===== src/rtl/quarter_wave_pkg.sv =====
//------------------------------------------------------------------------------
// Module   : quarter_wave_pkg
// Purpose  : Shared types and constants for the quarter-wave sequencer.
// Revision : 1.0 - initial release
//------------------------------------------------------------------------------
`default_nettype none

package quarter_wave_pkg;

  typedef enum logic [1:0] {
    Q_RISE     = 2'd0,
    Q_FALL     = 2'd1,
    Q_NEG_RISE = 2'd2,
    Q_NEG_FALL = 2'd3
  } quadrant_t;

  typedef enum logic [0:0] {
    IDLE = 1'b0,
    RUN  = 1'b1
  } state_t;

  localparam int MIDSCALE = 512;
  localparam int IDX_MAX  = 127;

endpackage

`default_nettype wire


===== src/rtl/quarter_wave_rate_divider.sv =====
//------------------------------------------------------------------------------
// Module   : rate_divider
// Purpose  : Programmable step pacer; ticks once every rate_div+1 running cycles.
// Revision : 1.0 - initial release
//------------------------------------------------------------------------------
`default_nettype none

module rate_divider #(
  parameter int DIV_WIDTH = 16
) (
  input  logic                 clk,
  input  logic                 reset,
  input  logic                 run,
  input  logic                 clear,
  input  logic [DIV_WIDTH-1:0] rate_div,
  output logic                 tick
);

  logic [DIV_WIDTH-1:0] r_count;

  // >= so that lowering rate_div below the live count fires immediately
  assign tick = run && !clear && (r_count >= rate_div);

  always_ff @(posedge clk) begin
    if (reset || clear) begin
      r_count <= '0;
    end else if (run) begin
      r_count <= tick ? '0 : r_count + 1'b1;
    end
  end

endmodule

`default_nettype wire


===== src/rtl/quarter_wave_sequencer.sv =====
//------------------------------------------------------------------------------
// Module   : quarter_wave_sequencer
// Purpose  : Sweeps a quarter-wave ROM through four quadrants into a sample stream.
// Revision : 1.0 - initial release
//------------------------------------------------------------------------------
`default_nettype none

module quarter_wave_sequencer
  import quarter_wave_pkg::*;
#(
  parameter int ADDR_WIDTH = $clog2(IDX_MAX + 1),
  parameter int DATA_WIDTH = $clog2(MIDSCALE) + 1,
  parameter int DIV_WIDTH  = 16
) (
  input  logic                  clk,
  input  logic                  reset,
  input  logic                  enable,
  input  logic                  restart,
  input  logic [DIV_WIDTH-1:0]  rate_div,
  output logic [ADDR_WIDTH-1:0] mem_addr,
  input  logic [DATA_WIDTH-1:0] mem_data,
  output logic [DATA_WIDTH-1:0] sample,
  output logic                  sample_valid,
  output logic                  period_start,
  output logic [1:0]            quadrant
);

  localparam logic [ADDR_WIDTH-1:0] C_IDX_MAX  = {ADDR_WIDTH{1'b1}};
  localparam logic [DATA_WIDTH-1:0] C_MIDSCALE = {1'b1, {(DATA_WIDTH-1){1'b0}}};

  state_t                r_state;
  state_t                w_state_next;
  quadrant_t             r_quad;
  quadrant_t             w_quad_next;
  logic [ADDR_WIDTH-1:0] r_idx;
  logic [ADDR_WIDTH-1:0] w_idx_next;
  logic                  w_run;
  logic                  w_step;
  logic                  r_s1_valid, r_s1_inv, r_s1_first;
  logic                  r_s2_valid, r_s2_inv, r_s2_first;

  always_ff @(posedge clk) begin
    if (reset) r_state <= IDLE;
    else       r_state <= w_state_next;
  end

  always_comb begin
    w_state_next = r_state;
    case (r_state)
      IDLE:    if (enable)  w_state_next = RUN;
      RUN:     if (!enable) w_state_next = IDLE;
      default: w_state_next = IDLE;
    endcase
  end

  // Gating by enable as well keeps a RUN->IDLE cycle from issuing a read
  assign w_run = (r_state == RUN) && enable;

  rate_divider #(
    .DIV_WIDTH (DIV_WIDTH)
  ) u_rate_divider (
    .clk      (clk),
    .reset    (reset),
    .run      (w_run),
    .clear    (restart),
    .rate_div (rate_div),
    .tick     (w_step)
  );

  // Endpoints repeat across quadrant boundaries: the index holds while the quadrant moves
  always_comb begin
    w_quad_next = r_quad;
    w_idx_next  = r_idx;
    case (r_quad)
      Q_RISE, Q_NEG_RISE: begin
        if (r_idx == C_IDX_MAX) w_quad_next = quadrant_t'(r_quad + 2'd1);
        else                    w_idx_next  = r_idx + 1'b1;
      end
      default: begin
        if (r_idx == '0) w_quad_next = quadrant_t'(r_quad + 2'd1);
        else             w_idx_next  = r_idx - 1'b1;
      end
    endcase
  end

  always_ff @(posedge clk) begin
    if (reset || restart) begin
      r_quad <= Q_RISE;
      r_idx  <= '0;
    end else if (w_step) begin
      r_quad <= w_quad_next;
      r_idx  <= w_idx_next;
    end
  end

  always_ff @(posedge clk) begin
    if (reset) begin
      mem_addr   <= '0;
      quadrant   <= 2'd0;
      r_s1_valid <= 1'b0;
      r_s1_inv   <= 1'b0;
      r_s1_first <= 1'b0;
    end else begin
      r_s1_valid <= w_step;
      if (w_step) begin
        mem_addr   <= r_idx;
        quadrant   <= r_quad;
        r_s1_inv   <= r_quad[1];
        r_s1_first <= (r_quad == Q_RISE) && (r_idx == '0);
      end
    end
  end

  // Stage 2 lines up with the ROM's registered read data
  always_ff @(posedge clk) begin
    if (reset) begin
      r_s2_valid <= 1'b0;
      r_s2_inv   <= 1'b0;
      r_s2_first <= 1'b0;
    end else begin
      r_s2_valid <= r_s1_valid;
      r_s2_inv   <= r_s1_inv;
      r_s2_first <= r_s1_first;
    end
  end

  always_ff @(posedge clk) begin
    if (reset) begin
      sample       <= C_MIDSCALE;
      sample_valid <= 1'b0;
      period_start <= 1'b0;
    end else begin
      sample_valid <= r_s2_valid;
      period_start <= r_s2_valid && r_s2_first;
      if (r_s2_valid) sample <= r_s2_inv ? ~mem_data : mem_data;
    end
  end

endmodule

`default_nettype wire


===== config.mk =====
export PLATFORM = sky130hd
export DESIGN_NAME = quarter_wave_sequencer
export DESIGN_NICKNAME = d
export VERILOG_FILES = /design/src/rtl/quarter_wave_pkg.sv /design/src/rtl/quarter_wave_rate_divider.sv /design/src/rtl/quarter_wave_sequencer.sv
export SDC_FILE = /design/constraint.sdc
export NUM_CORES = 1
export LEC_CHECK = 0
export ABC_CLOCK_PERIOD_IN_PS = 3300
export CORE_MARGIN = 1.5
export CORE_UTILIZATION = 35
export DETAILED_ROUTE_END_ITERATION = 10
export HOLD_SLACK_MARGIN = 0.05
export PLACE_DENSITY = 0.63
export SETUP_SLACK_MARGIN = 0.4
export SLEW_MARGIN = 10
export SYNTH_ARGS = -nofsm -noshare
export SYNTH_HDL_FRONTEND = slang
export SYNTH_HIERARCHICAL = 1
export SYNTH_SLANG_ARGS = --single-unit

===== constraint.sdc =====
create_clock -name clk -period 3.3 [get_ports clk]
set_input_delay 0.66 -clock clk [delete_from_list [all_inputs] [get_ports clk]]
set_output_delay 0.66 -clock clk [all_outputs]
set_load 0.005 [all_outputs]

# Word-level counts from Yosys, hierarchy flattened
# Cells that the tools add are included.
# word_totals
regBits	53
word_cells	48
# classes
add_sub_neg	4
n_eq_ne	5
muxes	9
bitwise	1
reduce_logical	13
magnitude_cmp	1
# op_table
op	count
2-to-1 mux 7 bit	3
adder 16 x 1 -> 16 bit (second input constant)	1
greater-or-equal comparator 16 bit	1
2-to-1 mux 16 bit	1
2-to-1 mux 10 bit	1
NOT 10 bit	1
adder 7 x 1 -> 7 bit (second input constant)	1
== test 7 bit (second input constant)	1
logical NOT 7 bit	1
subtractor 7 x 1 -> 7 bit (second input constant)	1
2-to-1 mux 2 bit	3
AND reduction 3 bit	2
logical AND 1 bit	5
!= test 2 bit (second input constant)	2
adder 2 x 1 -> 2 bit (second input constant)	1
== test 2 bit (second input constant)	1
logical NOT 2 bit	1
!= test 2 x 1 -> 1 bit (second input constant)	1
nonzero test 2 bit	1
OR reduction 2 bit	1
logical NOT 1 bit	1
logical OR 1 bit	1
2-to-1 mux 1 bit	1

# Longest topological paths before layout
# Gate-level depths: netlist of the first run.
# depth
depth_word	4
mapped_depth	12
mapped_depth_nobuf	10

# Cells and area by module
# Netlist of the first run, hierarchy kept.
# by_module_without_submodules
mod	cells_each	seq_area_each_um2	instances	area_per_inst_um2
quarter_wave_sequencer	178	720.7	1	1694.1
rate_divider	140	320.3	1	1137.3

# Worst setup path after synthesis of the first run
# OpenSTA, ideal clock, no wires.
# synth_timing
path_type	input -> register
start	in rate_div[15]
end	reg mem_addr[0]
stages	11
setup_ns	0.128
path_slack_ns	0.303
t_required_ns	3.172
n_path_buf	2
arrival_time_ns	2.870
path_cell_list	inv_1 > ha_1 > nand4_2 > nor3_2 > or4b_4 > nand3_1 > and3b_1 > buf_6 > clkbuf_1 > mux2i_1 > nor2_1
# synth_between
elab_chain_len	2
# synth_lines
item	line_no	rtl
from (decl)	quarter_wave_sequencer.sv:19	input logic [DIV_WIDTH-1:0] rate_div,
greater-or-equal comparator 16 bit	quarter_wave_rate_divider.sv:22	assign tick = run && !clear && (r_count >= rate_div);
logical AND 1 bit	quarter_wave_rate_divider.sv:22	
named net w_step	quarter_wave_sequencer.sv:38	logic w_step;
to (signal assigned)	quarter_wave_sequencer.sv:106	mem_addr <= r_idx;
to (decl)	quarter_wave_sequencer.sv:20	output logic [ADDR_WIDTH-1:0] mem_addr,
# The timed path passes the listed nets, and every way through them passes these cells.
# A chain may end at the register's enable or synchronous reset.

# Worst setup path in the final report of the first run
# layout_timing
start	in rate_div[9]
end	reg r_quad[1]
# layout_between
elab_chain_len	3
# layout_lines
item	line_no	rtl
greater-or-equal comparator 16 bit	quarter_wave_rate_divider.sv:22	
logical AND 1 bit	quarter_wave_rate_divider.sv:22	
named net w_step	quarter_wave_sequencer.sv:38	
AND reduction 3 bit (no line)	-	
to (signal assigned)	quarter_wave_sequencer.sv:91	r_quad <= w_quad_next;
to (decl)	quarter_wave_sequencer.sv:33	quadrant_t r_quad;
# The timed path passes the listed nets, and every way through them passes these cells.

==> results of run 1 <==
-- area by class of cell --
cell class	instances	area share (%)
timing repair buffer	60	16.1
clock buffer	5	1.88
tap	102	3.49
sequential	52	28.5
inverter	27	2.77
clock inverter	3	0.753
multi-input combinational	223	46.5
-- power by group --
group          total [mW]  internal (mW)  switching (mW)
clock network       0.386          0.156           0.230
logic              0.0912         0.0511          0.0401
registers           0.628          0.628        0.000341
-- flip-flops by register name (all words and copies together) (netlist names) --
signal and count:
mem_addr 7, r_quad 2, u_rate_divider/r_count 16, r_state 1, r_s2_inv 1, r_s2_valid 1, sample 10, r_s1_first 1
r_s2_first 1, sample_valid 1, r_idx 7, r_s1_valid 1, period_start 1, quadrant 2
-- Yosys cell counts, types with 4 or more instances --
cell type / n / area (um2)
a211oi_1: 9 / 67.6
a21oi_1: 10 / 50.1
buf_6: 4 / 45.0
clkbuf_1: 5 / 18.8
dfxtp_1: 52 / 1040
ha_1: 21 / 263
inv_1: 27 / 101
mux2i_1: 11 / 110
nand2_1: 11 / 41.3
nand3_1: 8 / 40.0
nand4_1: 7 / 43.8
nor2_1: 50 / 188
nor2b_1: 6 / 37.5
nor3_1: 6 / 30.0
o21ai_0: 6 / 30.0
or3_1: 5 / 31.3
xnor2_1: 22 / 193
xor2_1: 8 / 70.1
-- routing by layer --
layer / share of wire (%) / global-route usage [%]
met5: 0 / 0
met4: 1.4 / 4.55
met3: 4.3 / 3.78
met2: 46 / 23.1
met1: 48 / 18.0
-- cells by family (layout without fill, tap and decap cells) --
family	count (synthesis)	count (layout)
compound gates	43	43
xor+xnor	30	30
fa+ha+maj	22	22
buf+inv	43	95
flops	52	52
mux	11	11
simple gates	117	117
-- what timing repair did --
item | 4_1_cts | 5_1_grt
resized for setup | 5 | 19
pin swaps | 4 | 6
buffers inserted | 2 | 1
endpoints found under the setup margin | 19 | 18
-- per-stage QoR --
stage	area [um2]	std cells	setup WS (ns)	power, mW
2_1_floorplan	2830	318	0.488	0.681
3_3_place_gp	3410	461	-0.106	0.725
3_5_place_dp	3410	461	-0.125	0.726
4_1_cts	3550	471	0.403	1.11
5_1_grt	3660	472	0.396	1.16
6_report	3660	472	0.451	1.11
-- how the worst max path moves through the flow --
stage	from	end	cells after the start
2_1_floorplan	rate_div[15]	mem_addr[0]	11
3_3_place_gp	rate_div[13]	quadrant[0]	11
3_5_place_dp	rate_div[13]	r_quad[1]	11
4_1_cts	rate_div[14]	r_quad[1]	11
5_1_grt	rate_div[8]	r_quad[1]	11
6_report	rate_div[9]	r_quad[1]	11
==> impl_metrics.toml, run 1 <==
[run_status]
outcome = "finished clean"

[yosys]
yosys.area_share.simple_pct = 21.7
synth_edf_count = 0
synth_compound_area_share_pct = 11.2
synth_cell_types = 51
synth_cells = 318
synth_top_family_by_area = "simple AND/OR/NAND/NOR gates"
syn_area_per_cell_um2 = 8.90
ys_seq_area_share_pct = 36.8
synthFlopType = "dfxtp_1"
synthMuxAreaShare_pct = 3.89
synthXorXnorAreaFrac_pct = 9.28
synth_fa_ha_area_share_pct = 9.99
syn_area_um2 = 2830
ys_ff_latch = 52
ys_async_sr_fraction_pct = 0
ys_warn_count = 6
syn-num-nets = 370

[floorplanning]
die_h_um = 92.9
die_x_um = 92.9
ios = 51
rows = 32
start_util_pct = 36.5
dieArea_um2 = 8640
core-area_um2 = 7770

[flow_run]
drv_cap = 0

[clock_tree]
ctsHoldBuffers = 0
clkSlewWorstSetupHoldPaths_ns = 0.10
cts_sinks = 52
insertion_delay_ns = 0.31
tritoncts = "yes"
cts_made_buffers = 5
root_buffer = "clkbuf_8"
h-tree-depth = 2
clockBufferDepth = 2

[critical_path]
regToRegSetupSlack_ns = 0.85
path_max_fanout = 8
crit_buf_inv = 2
cp.required_ns = 3.51
worstPathArrival_ns = 3.06
cp_top_family = "simple AND/OR/NAND/NOR gates"
worstSetupEndpointType = "flip-flop"
worstSetupPathType = "input port to flip-flop"
cp_slowest_cell = "or4b_4"
path_cells = "clkdlybuf4s50_1, inv_2, ha_4, nand2_2, nor3_4, or4b_4, nand3_4, and3b_2, a21boi_4, mux2i_1, nor2_1"
critPathLaunchType = "input port"
regToRegStartpoint = "u_rate_divider/r_count[12]"
critPathMaxStageDelay_ns = 0.50
reg2reg_to = "r_quad[1]"
r2r_cells = 9

[placement]
io_buffers = 50
routabilityCongestion = 0.824
hpwl_mm = 4.17

[cells_and_area]
multi_input_area_um2 = 1700
fillCellCount = 764
layout_common_cells = "dfxtp_1, nor2_1, clkdlybuf4s50_1, inv_1, xnor2_1"
drive_gt1_share_pct = 13.2
fin_util_pct = 47.1
seq_area_um2 = 1040
nNetsFinal = 421
syn_to_final_growth_pct = 29.2
final_common_cell = "dfxtp_1"
antennaDiodeCount = 0

[drt]
vias_per_cell = 4.79
vias = 2260
antenna_left = 0
drt_wl_total_mm = 5.91
wire_per_inst_um = 12.5
drt_first_iter_violations = 50
drcViolationCount = 0
first_pass_iters = 4

[hold_path]
worstHoldPathCells = 1
hp-start = "r_s2_first"
hold_end = "period_start"
min_path_type = "flip-flop to flip-flop"

[sta]
tightestPinTransition_ns = 0.669
layout_min_cycle_time_ns = 2.85
setup-tns-final_ns = 0
fin_crit_sh_pct = 86.3
hold_violations = 0
rsz0062_at_grt = "no"
clock.fmax_mhz = 351
setup_viol = 0
whs_ns = 0.439
slew_headroom_pct = 55.4
final-max-slew-violation-count = 0
fin_skew_ns = 0.00568

[global_routing]
antenna_found_initial = 0
grt_pass1_vias = 2172
grt_pass1_wl_mm = 9.80
grt_overflow = 0
grt_usage_pct = 14.1
grt_max_degree = 32

[power_and_ir_drop]
powerDensity_nw_per_um2 = 302
p_leak_nw = 1.35
irDropWorstVdd_mv = 0.137
Power figures use the tool's default switching activity.
==> run 2, diff against run 1 <==
--- a/config.mk
+++ b/config.mk
@@ -6,13 +6,13 @@
 export NUM_CORES = 1
 export LEC_CHECK = 0
 export ABC_CLOCK_PERIOD_IN_PS = 3300
+export CAP_MARGIN = 5
 export CORE_MARGIN = 1.5
 export CORE_UTILIZATION = 35
 export DETAILED_ROUTE_END_ITERATION = 10
 export HOLD_SLACK_MARGIN = 0.05
 export PLACE_DENSITY = 0.63
 export SETUP_SLACK_MARGIN = 0.4
-export SLEW_MARGIN = 10
 export SYNTH_ARGS = -nofsm -noshare
 export SYNTH_HDL_FRONTEND = slang
 export SYNTH_HIERARCHICAL = 1
==> results of run 2 <==
The final DEF is identical to that of run 1; final timing and power are the same.
==> run 3, diff against run 2 <==
--- a/config.mk
+++ b/config.mk
@@ -5,13 +5,13 @@
 export SDC_FILE = /design/constraint.sdc
 export NUM_CORES = 1
 export LEC_CHECK = 0
-export ABC_CLOCK_PERIOD_IN_PS = 3300
+export ABC_CLOCK_PERIOD_IN_PS = 2440
 export CAP_MARGIN = 5
 export CORE_MARGIN = 1.5
 export CORE_UTILIZATION = 35
 export DETAILED_ROUTE_END_ITERATION = 10
 export HOLD_SLACK_MARGIN = 0.05
-export PLACE_DENSITY = 0.63
+export PLACE_DENSITY = 0.65
 export SETUP_SLACK_MARGIN = 0.4
 export SYNTH_ARGS = -nofsm -noshare
 export SYNTH_HDL_FRONTEND = slang
==> constraint.sdc (replaced) <==
create_clock -name clk -period 2.44 [get_ports clk]
set_input_delay 0.488 -clock clk [delete_from_list [all_inputs] [get_ports clk]]
set_output_delay 0.488 -clock clk [all_outputs]
set_load 0.005 [all_outputs]
==> impl_metrics.toml, run 3 (synthesis results as in run 1) <==
[sta]
fin_skew_ns = 0.00971
tightestPinTransition_ns = 0.650
fin_crit_sh_pct = 95.4
rsz0062_at_grt = "yes"
fin_ws_ns = 0.112
slew_headroom_pct = 56.6
hold_violations = 0
whs_ns = 0.446
setup-tns-final_ns = 0
setup_viol = 0
layout_min_cycle_time_ns = 2.33
final-max-slew-violation-count = 0
clock.fmax_mhz = 430

[power_and_ir_drop]
internal_power_mw = 1.14
powerDensity_nw_per_um2 = 388
p_leak_nw = 1.42
switching_share_pct = 24.6
p_switching_uw = 371
seqPwrFrac_pct = 56.2
irDropWorstVdd_mv = 0.217
clkPwrFrac_pct = 34.3
combinationalPowerShare_pct = 9.4

[clock_tree]
cts_sinks = 52
h-tree-depth = 2
clkSlewWorstSetupHoldPaths_ns = 0.11
tritoncts = "yes"
clockBufferDepth = 2
cts_made_buffers = 5
root_buffer = "clkbuf_8"
insertion_delay_ns = 0.31

[hold_path]
worstHoldPathCells = 1
hold_end = "r_s2_valid"
hp-start = "r_s1_valid"
min_path_type = "flip-flop to flip-flop"

[floorplanning]
dieArea_um2 = 8640
core-area_um2 = 7770
start_util_pct = 36.5
ios = 51
die_x_um = 92.9
rows = 32
die_h_um = 92.9

[drt]
first_pass_iters = 4
vias_per_cell = 4.81
drcViolationCount = 0
drt_first_iter_violations = 58
vias = 2337
antenna_left = 0
drt_wl_total_mm = 6.06
wire_per_inst_um = 12.5

[critical_path]
cp.required_ns = 2.64
regToRegSetupSlack_ns = 0.14
regToRegStartpoint = "u_rate_divider/r_count[9]"
worstSetupEndpointType = "flip-flop"
path_cells = "dlygate4sd2_1, ha_1, nand2b_4, a2111oi_4, or4b_4, nand3_2, and3b_2, a21boi_4, mux2i_1, nor2_1"
critPathLaunchType = "input port"
r2r_cells = 9
critPathMaxStageDelay_ns = 0.53
worstPathArrival_ns = 2.53
path_max_fanout = 4
reg2reg_to = "r_quad[1]"
cp_slowest_cell = "or4b_4"
worstSetupPathType = "input port to flip-flop"

[placement]
hpwl_mm = 4.39
dp_cells = 472
dp_slack_ns = -0.641
routabilityCongestion = 0.821
io_buffers = 50

[global_routing]
antenna_found_initial = 0
grt_busiest_layer = "met2"
met2_usage_pct = 23.4
grt_pass1_vias = 2149
met1_usage_pct = 19.6
grt_max_degree = 32
grt_pass1_wl_mm = 10.1
grt_overflow = 0
grt_use_met3_pct = 2.46
grt_usage_pct = 14.6

[cells_and_area]
final_common_cell = "nor2_1"
layout_common_cells = "nor2_1, dfxtp_1, clkdlybuf4s50_1, xnor2_1, buf_4"
drive_gt1_share_pct = 24.7
final_cells = 486
fin_util_pct = 50.0
antennaDiodeCount = 0
syn_to_final_growth_pct = 37.2
largest_reg_flops = 16
reg_top3 = "u_rate_divider/r_count: 16 flops, sample: 10 flops"
top_register = "u_rate_divider/r_count"
nNetsFinal = 435

[flow_run]
drv_cap = 0

[run_status]
outcome = "finished clean"
run 3: cell count changes in the layout (fill, tap and decap cells not counted), moves of 4 or more:
cell and change:
dlygate4sd2_1 +9, ha_4 +6, dfxtp_2 +4, buf_2 +4, buf_4 +11, dfxtp_1 -6
clkdlybuf4s50_1 -12, inv_1 -7, ha_1 -6, inv_2 +4, dlymetal6s2s_1 -4
run 3: timing repair:
action / 4_1_cts / 5_1_grt
setup endpoints to repair: 36 / 34
buffers inserted: 3 / 3
hold buffers: 0 / 0
pin swaps: 21 / 10
endpoints found under the hold margin: 0 / 0
resized for setup: 57 / 13
run 3: power by group through the flow:
stage	Combinational, mW	Clock [mW]	Sequential [mW]
6_report	0.142	0.518	0.848
5_1_grt	0.154	0.577	0.848
4_1_cts	0.143	0.544	0.848
3_5_place_dp	0.136	0	0.870
3_3_place_gp	0.133	0	0.869
2_1_floorplan	0.0630	0	0.869
run 3: worst max path at each step:
| stage | end | cells past startpoint | start |
|---|---|---|---|
| floorplan | r_quad[1] | 11 | rate_div[14] |
| global route | r_idx[5] | 10 | u_rate_divider/r_count[14] |
| detailed placement | r_idx[5] | 12 | rate_div[14] |
| finish | r_quad[1] | 10 | rate_div[0] |
| global placement | quadrant[0] | 11 | rate_div[14] |
| CTS | r_idx[5] | 10 | u_rate_divider/r_count[14] |
run 3: final cells by class:
class | count | area [um2]
Clock inverter | 3 | 27.5
Sequential cell | 52 | 1050
Inverter | 27 | 114
Clock buffer | 5 | 68.8
Multi-Input combinational cell | 223 | 1840
Timing Repair Buffer | 74 | 658
Fill cell | 744 | 3880
Tap cell | 102 | 128
run 3: layer usage:
metal / vias to the layer above / wire (um)
met5: - / 0
met4: 0 / 66
met3: 4 / 206
met2: 41 / 2820
met1: 1084 / 2970
li1: 1208 / -
run 3: through the flow:
| stage | cell area (um2) | power, mW |
|---|---|---|
| finish | 3880 | 1.51 |
| global route | 3880 | 1.58 |
| CTS | 3850 | 1.53 |
| detailed placement | 3620 | 1.01 |
| global placement | 3620 | 1.00 |
| floorplan | 2970 | 0.932 |
run 3: worst max-delay path: cells and delay by family:
| kind | cells | cell delay [ns] |
|---|---|---|
| and+or+nand+nor | 5 | 1.04 |
| adders and majority gates | 1 | 0.28 |
| AOI/OAI and AO/OA | 2 | 0.28 |
| buffers and inverters | 1 | 0.25 |
| muxes | 1 | 0.19 |
